--- config.mk ---
export PLATFORM = sky130hd
export DESIGN_NAME = robot_cmd_controller
export DESIGN_NICKNAME = d
export VERILOG_FILES = /design/src/rtl/robot_cmd_pkg.sv /design/src/rtl/cmd_word_buffer.sv /design/src/rtl/robot_cmd_controller.sv
export SDC_FILE = /design/constraint.sdc
export NUM_CORES = 1
export LEC_CHECK = 0
export BUFFER_PORTS_ARGS = -buffer_cell sky130_fd_sc_hd__clkbuf_2
export CAP_MARGIN = 10
export CORE_MARGIN = 4
export CORE_UTILIZATION = 45
export DETAILED_ROUTE_END_ITERATION = 10
export PLACE_DENSITY_LB_ADDON = 0.2
export SYNTH_ARGS = -nofsm -noshare
export SYNTH_HDL_FRONTEND = slang
export SYNTH_HIERARCHICAL = 1
export SYNTH_SLANG_ARGS = --single-unit
--- constraint.sdc ---
create_clock -name clk -period 4.27 [get_ports clk]
set_input_delay 0.854 -clock clk [delete_from_list [all_inputs] [get_ports clk]]
set_output_delay 0.854 -clock clk [all_outputs]
set_load 0.02 [all_outputs]
--- src/rtl/robot_cmd_pkg.sv ---
// Shared encodings for the robot command controller: FSM states, command codes,
// keyword byte strings and ack bytes, plus the keyword decoder.
package robot_cmd_pkg;

  typedef enum logic [1:0] {
    ST_IDLE   = 2'b00,
    ST_RUN    = 2'b01,
    ST_PAUSE  = 2'b10,
    ST_FINISH = 2'b11
  } state_e;

  typedef enum logic [2:0] {
    CMD_NONE    = 3'd0,
    CMD_START   = 3'd1,
    CMD_STOP    = 3'd2,
    CMD_PAUSE   = 3'd3,
    CMD_RESUME  = 3'd4,
    CMD_UNKNOWN = 3'd5
  } cmd_e;

  localparam int          DEF_MAX_LEN = 8;
  localparam logic [7:0]  DEF_TERM    = 8'h23;
  localparam logic [7:0]  ACK_OK      = 8'h4B;
  localparam logic [7:0]  ACK_ERR     = 8'h45;

  // Keywords are right-aligned: the first character sits in the highest used byte.
  localparam logic [47:0] KW_START  = 48'("START");
  localparam logic [47:0] KW_STOP   = 48'("STOP");
  localparam logic [47:0] KW_PAUSE  = 48'("PAUSE");
  localparam logic [47:0] KW_RESUME = 48'("RESUME");

  function automatic logic word_eq(input logic [5:0][7:0] w, input int len,
                                   input logic [47:0] kw, input int kw_len);
    logic eq;
    int   sh;
    eq = (len == kw_len);
    for (int i = 0; i < 6; i++) begin
      sh = (i < kw_len) ? 8 * (kw_len - 1 - i) : 0;
      if (i < kw_len && w[i] != kw[sh +: 8]) eq = 1'b0;
    end
    return eq;
  endfunction

  function automatic cmd_e decode_word(input logic [5:0][7:0] w, input int len);
    cmd_e c;
    c = CMD_UNKNOWN;
    if (word_eq(w, len, KW_START, 5))  c = CMD_START;
    if (word_eq(w, len, KW_STOP, 4))   c = CMD_STOP;
    if (word_eq(w, len, KW_PAUSE, 5))  c = CMD_PAUSE;
    if (word_eq(w, len, KW_RESUME, 6)) c = CMD_RESUME;
    return c;
  endfunction

endpackage

--- src/rtl/cmd_word_buffer.sv ---
// Collects received bytes into a word and decodes it when the terminator
// arrives; cmd_valid/cmd are presented combinationally in the terminator cycle.
module cmd_word_buffer
  import robot_cmd_pkg::*;
#(
  parameter int         MAX_LEN = DEF_MAX_LEN,
  parameter logic [7:0] TERM    = DEF_TERM
) (
  input  logic       clk,
  input  logic       reset,
  input  logic       rx_complete,
  input  logic [7:0] data_in,
  output logic       cmd_valid,
  output cmd_e       cmd
);

  localparam int LW = $clog2(MAX_LEN + 1);
  localparam logic [LW-1:0] LEN_MAX = LW'(MAX_LEN);

  logic [MAX_LEN-1:0][7:0] buf_q, buf_d;
  logic [LW-1:0]           len_q, len_d;
  logic                    ovf_q, ovf_d;

  always_comb begin
    buf_d     = buf_q;
    len_d     = len_q;
    ovf_d     = ovf_q;
    cmd_valid = 1'b0;
    cmd       = CMD_NONE;
    if (rx_complete) begin
      if (data_in == TERM) begin
        if (len_q != '0) begin
          cmd_valid = 1'b1;
          cmd       = ovf_q ? CMD_UNKNOWN : decode_word(buf_q[5:0], int'(len_q));
          len_d     = '0;
          ovf_d     = 1'b0;
        end
      end else if (len_q < LEN_MAX) begin
        for (int i = 0; i < MAX_LEN; i++)
          if (LW'(i) == len_q) buf_d[i] = data_in;
        len_d = len_q + LW'(1);
      end else begin
        ovf_d = 1'b1;
      end
    end
  end

  always_ff @(posedge clk) begin
    if (reset) begin
      buf_q <= '0;
      len_q <= '0;
      ovf_q <= 1'b0;
    end else begin
      buf_q <= buf_d;
      len_q <= len_d;
      ovf_q <= ovf_d;
    end
  end

endmodule

--- src/rtl/robot_cmd_controller.sv ---
// Robot mission FSM driven by '#'-terminated UART command words.
// Define ROBOT_CMD_ACK_EN to add the 'K'/'E' acknowledge path on tx_*.
module robot_cmd_controller
  import robot_cmd_pkg::*;
#(
  parameter int         MAX_LEN = DEF_MAX_LEN,
  parameter logic [7:0] TERM    = DEF_TERM
) (
  input  logic       clk,
  input  logic       reset,
  input  logic       rx_complete,
  input  logic [7:0] data_in,
  input  logic       done,
  output logic       robot_enabled,
  output logic       paused,
  output logic [1:0] run_state,
  output logic       cmd_error,
  output logic [7:0] runs_done
`ifdef ROBOT_CMD_ACK_EN
  ,
  input  logic       tx_busy,
  output logic       tx_start,
  output logic [7:0] tx_data
`endif
);

  logic   cmd_valid;
  cmd_e   cmd;

  state_e     state_q, state_d;
  logic [7:0] runs_q, runs_d;
  logic       err_q, err_d;
  logic       en_q, en_d;
  logic       paused_q, paused_d;

  cmd_word_buffer #(.MAX_LEN(MAX_LEN), .TERM(TERM)) u_buf (
    .clk         (clk),
    .reset       (reset),
    .rx_complete (rx_complete),
    .data_in     (data_in),
    .cmd_valid   (cmd_valid),
    .cmd         (cmd)
  );

  // A run completing takes priority over any command decoded in the same cycle.
  always_comb begin
    state_d = state_q;
    runs_d  = runs_q;
    err_d   = 1'b0;
    if (done && state_q == ST_RUN) begin
      state_d = ST_FINISH;
      if (runs_q != 8'hFF) runs_d = runs_q + 8'd1;
      err_d = cmd_valid;
    end else if (cmd_valid) begin
      err_d = 1'b1;
      unique case (state_q)
        ST_IDLE: if (cmd == CMD_START) begin state_d = ST_RUN; err_d = 1'b0; end
        ST_RUN: begin
          if (cmd == CMD_PAUSE) begin state_d = ST_PAUSE; err_d = 1'b0; end
          if (cmd == CMD_STOP)  begin state_d = ST_IDLE;  err_d = 1'b0; end
        end
        ST_PAUSE: begin
          if (cmd == CMD_RESUME) begin state_d = ST_RUN;  err_d = 1'b0; end
          if (cmd == CMD_STOP)   begin state_d = ST_IDLE; err_d = 1'b0; end
        end
        ST_FINISH: begin
          if (cmd == CMD_START) begin state_d = ST_RUN;  err_d = 1'b0; end
          if (cmd == CMD_STOP)  begin state_d = ST_IDLE; err_d = 1'b0; end
        end
        default: ;
      endcase
    end
    en_d     = (state_d == ST_RUN);
    paused_d = (state_d == ST_PAUSE);
  end

  always_ff @(posedge clk) begin
    if (reset) begin
      state_q  <= ST_IDLE;
      runs_q   <= '0;
      err_q    <= 1'b0;
      en_q     <= 1'b0;
      paused_q <= 1'b0;
    end else begin
      state_q  <= state_d;
      runs_q   <= runs_d;
      err_q    <= err_d;
      en_q     <= en_d;
      paused_q <= paused_d;
    end
  end

  assign robot_enabled = en_q;
  assign paused        = paused_q;
  assign run_state     = state_q;
  assign cmd_error     = err_q;
  assign runs_done     = runs_q;

`ifdef ROBOT_CMD_ACK_EN
  logic       pend_q, pend_d;
  logic [7:0] ack_q, ack_d;
  logic       tx_start_q, tx_start_d;
  logic [7:0] tx_data_q, tx_data_d;

  // Single pending slot: a fresh ack in the same cycle as a send becomes the next one.
  always_comb begin
    pend_d     = pend_q;
    ack_d      = ack_q;
    tx_start_d = 1'b0;
    tx_data_d  = tx_data_q;
    if (pend_q && !tx_busy) begin
      tx_start_d = 1'b1;
      tx_data_d  = ack_q;
      pend_d     = 1'b0;
    end
    if (cmd_valid) begin
      pend_d = 1'b1;
      ack_d  = err_d ? ACK_ERR : ACK_OK;
    end
  end

  always_ff @(posedge clk) begin
    if (reset) begin
      pend_q     <= 1'b0;
      ack_q      <= '0;
      tx_start_q <= 1'b0;
      tx_data_q  <= '0;
    end else begin
      pend_q     <= pend_d;
      ack_q      <= ack_d;
      tx_start_q <= tx_start_d;
      tx_data_q  <= tx_data_d;
    end
  end

  assign tx_start = tx_start_q;
  assign tx_data  = tx_data_q;
`endif

endmodule

Word level (Yosys, flattened, before mapping) --
Index checks and enable logic that the tools add are counted.
Word-level totals: bits in registers 66, input bits 12, output and inout bits 13, logic and storage cells 137
Cells by class: add/subtract/negate cells 2, $lt $le $gt $ge 1, eq/ne operators 39, muxes and demuxes 67, bitwise gates (word level) 1, reduce and logical (&&, ||, !) cells 14
Operators by type and width (number):
- inequality test 8 x 7 -> 1 bit (second input constant) | 18
- 2-to-1 mux 1 bit | 46
- 2-to-1 mux 3 bit | 8
- AND reduction 4 bit | 6
- 2-to-1 mux 2 bit | 8
- equality test 4 bit (second input constant) | 3
- 2-to-1 mux 4 bit | 3
- adder 8 x 1 -> 8 bit (second input constant) | 1
- equality test 2 x 4 -> 1 bit (first input constant) | 2
- equality test 3 x 4 -> 1 bit (first input constant) | 2
- equality test 8 x 6 -> 1 bit (second input constant) | 1
- inequality test 8 bit (second input constant) | 1
- case mux 2 bit (4 select lines) | 1
- equality test 2 bit (second input constant) | 3
- equality test 3 x 2 -> 1 bit (second input constant) | 2
- AND reduction 3 bit | 2
- adder 4 x 1 -> 4 bit (second input constant) | 1
- equality test 1 x 4 -> 1 bit (first input constant) | 1
- equality test 2 x 1 -> 1 bit (second input constant) | 2
- logical NOT 4 bit | 1
- < comparator 4 bit (second input constant) | 1
- case mux 1 bit (4 select lines) | 1
- nonzero test 4 bit | 1
- equality test 3 x 1 -> 1 bit (second input constant) | 1
- 8 further kinds | 8

Longest topological paths before layout --
depth in word-level cells 24, depth in mapped cells 11, gate-level depth less buffers 11

Modules after synthesis --
Netlist, hierarchy kept.
By module, submodules not included:
- cmd_word_buffer | times used 1, cells an instance 240, area each 2457.4 µm², seq. area each 1061.0 µm²
- robot_cmd_controller | times used 1, cells an instance 83, area each 767.0 µm², seq. area each 260.2 µm²

Worst setup path after synthesis --
No wires, ideal clock.
path kind input to register, from input port data_in[4], to register en_q (netlist: robot_enabled), library setup time 0.131 ns, data arrival time 3.133 ns, required time 4.139 ns, path slack 1.006 ns, stages on the path 10, path buffers 2, cell sequence or4b_4 -> nor4_1 -> and3_1 -> clkbuf_1 -> nor3b_1 -> buf_2 -> nand3b_1 -> a21oi_1 -> o221a_2 -> nor3b_2
On the way: elaborated cells on any way between the ends 19, classes of those cells 6 x eq/ne; 13 x mux
RTL lines:
- start: declaration | RTL line robot_cmd_controller.sv:12 | input logic [7:0] data_in,
- equality test 8 x 6 -> 1 bit | RTL line cmd_word_buffer.sv:31 | if (data_in == TERM) begin
- 2-to-1 mux 1 bit | RTL line cmd_word_buffer.sv:31
- 2-to-1 mux 1 bit | RTL line cmd_word_buffer.sv:30 | if (rx_complete) begin
- named net cmd_valid | RTL line robot_cmd_controller.sv:27 | logic cmd_valid;
- 2-to-1 mux 2 bit | RTL line robot_cmd_controller.sv:54 | end else if (cmd_valid) begin
- 2-to-1 mux 2 bit | RTL line robot_cmd_controller.sv:50 | if (done && state_q == ST_RUN) begin
- equality test 2 x 1 -> 1 bit | RTL line robot_cmd_controller.sv:73 | en_d = (state_d == ST_RUN);
- end signal: assignment | RTL line robot_cmd_controller.sv:88 | en_q <= en_d;
- end: declaration | RTL line robot_cmd_controller.sv:33 | logic en_q, en_d;
The timed path passes the listed nets, and every way through them passes these cells. A chain may end at the register's enable or synchronous reset.

Worst setup path after layout --
from input port data_in[4], to register paused_q (netlist: paused)
On the way: elaborated cells on any way between the ends 19, classes of those cells 6 x eq/ne; 13 x mux
RTL lines:
- equality test 8 x 6 -> 1 bit | RTL line cmd_word_buffer.sv:31
- 2-to-1 mux 1 bit | RTL line cmd_word_buffer.sv:31
- 2-to-1 mux 1 bit | RTL line cmd_word_buffer.sv:30
- named net cmd_valid | RTL line robot_cmd_controller.sv:27
- 2-to-1 mux 2 bit | RTL line robot_cmd_controller.sv:54
- 2-to-1 mux 2 bit | RTL line robot_cmd_controller.sv:50
- equality test 2 bit | RTL line robot_cmd_controller.sv:74 | paused_d = (state_d == ST_PAUSE);
- end signal: assignment | RTL line robot_cmd_controller.sv:89 | paused_q <= paused_d;
- end: declaration | RTL line robot_cmd_controller.sv:34 | logic paused_q, paused_d;
The timed path passes the listed nets, and every way through them passes these cells.

==> results.yml <==
synthesis:
  synth_top_area_share_pct: 41.0
  synthCells: 323
  synth_commonest_cells: "dfxtp_1 (66), nor2_1 (66), mux2i_1 (51)"
  syn_area_per_cell_um2: 9.98
  ys.flop_type: "dfxtp_1"
  synth_edf_count: 0
  syn_nets: 340
  seq_area_frac_synth_pct: 41.0
  syn-cell-area_um2: 3220
  synth_seq_cells: 66
  synth_cell_type_count: 60
  ys_warn_count: 6
  synth_area_leaders: "dfxtp_1 (41%), mux2i_1 (16%), nor2_1 (7.7%), nand4_4 (4.0%), ha_1 (1.9%)"
  yosysTopAreaCell: "dfxtp_1"
  synthArstFlopShare_pct: 0
setup_path:
  crit_path_start_kind: "input port"
  worst_path_max_delay_cell: "or4b_4"
  r2r-start: "u_buf/len_q[2]$_SDFFE_PP0P_"
  end_kind: "flip-flop"
  r2r_slack_ns: 1.36
  rr_worst_depth: 9
  cp_data_required_time_ns: 4.48
  cp_num_buf_inv: 1
  critPathKind: "in -> reg"
  arrival_ns: 3.47
  cpPeakStageDelay_ns: 0.59
  r2r_end: "robot_enabled$_SDFF_PP0_"
  cp_top_family: "simple AND/OR/NAND/NOR gates"
  worstPathMaxFanout: 9
  path_cells: "clkbuf_2 -> or4b_4 -> nor4_1 -> and3_1 -> o21a_1 -> or3b_1 -> o21ai_0 -> a32oi_1 -> nor3b_1"
route:
  wirelength_mm: 6.78
  ant_nets: 0
  vias: 2374
  vias_per_cell: 5.32
  drt-initial-drc-count: 87
  first_pass_iters: 4
  drc: 0
  wl_per_cell_um: 15.2
floorplanning:
  die_y_um: 92.6
  core_area_um2: 6870
  die_w_um: 92.6
  die_area_um2: 8580
  ios: 25
  fp-row-count: 30
  initial_utilization_pct: 46.9
grt:
  grt_pass1_wl_mm: 11.2
  grt_max_degree: 36
  grt_pass1_vias: 2189
  antenna_found_initial: 0
  grt_overflow: 0
  gr-usage-all-layers_pct: 16.7
placement:
  place.gp.congestion: 0.864
  io_buffers: 24
  dp_hpwl_mm: 4.76
timing:
  finalClockSkew_ns: 0.00729
  finalCritPeriodShare_pct: 76.3
  slew_headroom_pct: 48.7
  tightest_slew_ns: 0.766
  fin_crit_ns: 3.26
  rsz0062_at_grt: "false"
  finalMaxSlewViolations: 0
  final-setup-viol-count: 0
  finalHoldViolCount: 0
  tns_ns: 0
  max_freq_ghz: 0.307
clock_network:
  clock_latency_ns: 0.33
  clockBufferDepth: 2
  cts_resized: 0
  cts.clk_slew.worst_paths_ns: 0.07
  cts_tree: "yes"
  cts_setup_buffers: 0
  clock-sinks: 66
  root_buffer: "clkbuf_8"
  cts_hold_buf: 0
  htreeDepth: 3
  cts_buffers: 9
hold_path:
  min_from: "u_buf/buf_q[40]$_SDFFE_PP0P_"
  hold_path_class: "reg -> reg"
  holdPathStages: 2
  whs_endpoint: "u_buf/buf_q[40]$_SDFFE_PP0P_"
layout:
  area_growth_pct: 10.5
  regArea_um2: 1320
  multi_input_area_um2: 1760
  drive_above_1_share_pct: 17.4
  nNetsFinal: 362
  insertedDiodeCount: 0
  num-fill-cells: 673
pwr:
  power.total_mw: 1.28
  ir_worst_vdd_v: 0.000193
  leakage_nw: 1.60
  powerDensity_nw_per_um2: 358
run:
  cap_violations: 0
outcome:
  status: "finished clean"
==> worst max path at each step <==
stage                                to  slack (ns)  startpoint  depth (start not counted)
2_1_floorplan  robot_enabled$_SDFF_PP0_        1.01  data_in[4]                         10
3_3_place_gp   robot_enabled$_SDFF_PP0_        0.77  data_in[4]                         10
3_5_place_dp          paused$_SDFF_PP0_        0.65  data_in[4]                          9
4_1_cts               paused$_SDFF_PP0_        1.01  data_in[4]                          9
5_1_grt               paused$_SDFF_PP0_        0.71  data_in[4]                          9
6_report              paused$_SDFF_PP0_        1.01  data_in[4]                          9
==> registers in the layout, summed over array words and instances (netlist names) <==
name	cells
u_buf/ovf_q	1
runs_done	8
run_state	2
robot_enabled	1
u_buf/buf_q	48
paused	1
u_buf/len_q	4
cmd_error	1
==> layer usage <==
metal	vias to the layer above	wire (um)	global-route usage (%)	part of all wire [%]
met4	0	59	6.59	0.87
li1	1211	-	-	-
met3	4	293	3.66	4.3
met1	1127	3280	23.3	48
met5	-	0	0	0
met2	32	3140	25.2	46
==> placed cells by master (no fill, tap or decap), types with 2 or more instances in the layout <==
| master | Yosys | final |
|---|---|---|
| a31oi_1 | 2 | 2 |
| nand4_4 | 6 | 6 |
| nor2_1 | 66 | 66 |
| dfxtp_1 | 66 | 66 |
| nand2b_1 | 4 | 4 |
| a21oi_1 | 7 | 7 |
| xor2_1 | 3 | 3 |
| nand2_1 | 9 | 9 |
| nor3_1 | 3 | 3 |
| and3b_1 | 2 | 2 |
| o21a_1 | 3 | 3 |
| inv_1 | 6 | 6 |
| nor2b_1 | 9 | 9 |
| nor4bb_1 | 4 | 4 |
| nor4_1 | 5 | 5 |
| nand4_1 | 9 | 9 |
| nor3b_1 | 3 | 3 |
| clkbuf_8 | 1 | 11 |
| nor4b_1 | 5 | 5 |
| clkinv_2 | 0 | 3 |
| o21ai_1 | 2 | 2 |
| nand3_1 | 6 | 6 |
| buf_4 | 2 | 2 |
| clkbuf_2 | 0 | 24 |
| ha_1 | 5 | 5 |
| mux2i_1 | 51 | 51 |
==> cell families after synthesis <==
logic type | share of synthesized area [%]
buffers and inverters | 4.42
AND/OR/NAND/NOR | 28.2
XOR/XNOR | 1.09
multiplexers | 16.3
adder cells (fa/ha/maj) | 1.94
AO/OA/AOI/OAI | 7.02
flip-flops | 41.0
==> worst min-delay path, stage by stage (launching register included) <==
cell     delay, ns
dfxtp_1       0.33
mux2i_1       0.07
nor2_1        0.07
==> layout make-up <==
class                   count  area share (%)
clock buffers              11            4.25
flip-flops and latches     66            37.1
repair buffers             26            3.79
multi-input cells         236            49.4
clock inverters             5            1.47
well taps                  96            3.37
inverters                   6           0.632
==> stage by stage <==
| step | cell area [um^2] | std cells | setup WS, ns | util (%) | hold slack, ns |
|---|---|---|---|---|---|
| finish | 3560 | 446 | 1.01 | 51.9 | 0.495 |
| global route | 3560 | 446 | 0.706 | 51.9 | 0.523 |
| global placement | 3360 | 430 | 0.770 | 48.9 | 0.467 |
| CTS | 3560 | 446 | 1.01 | 51.9 | 0.500 |
| detailed placement | 3360 | 430 | 0.650 | 48.9 | 0.483 |
| floorplan | 3220 | 323 | 1.01 | - | 0.454 |
==> report_power, final <==
| group | internal (mW) | switching, mW | total, mW |
|---|---|---|---|
| combinational | 0.0373 | 0.0612 | 0.0985 |
| clock | 0.298 | 0.235 | 0.533 |
| sequential | 0.630 | 0.0132 | 0.644 |
| total | 0.966 | 0.309 | 1.28 |
No activity file was read; power rests on OpenSTA's default activity.
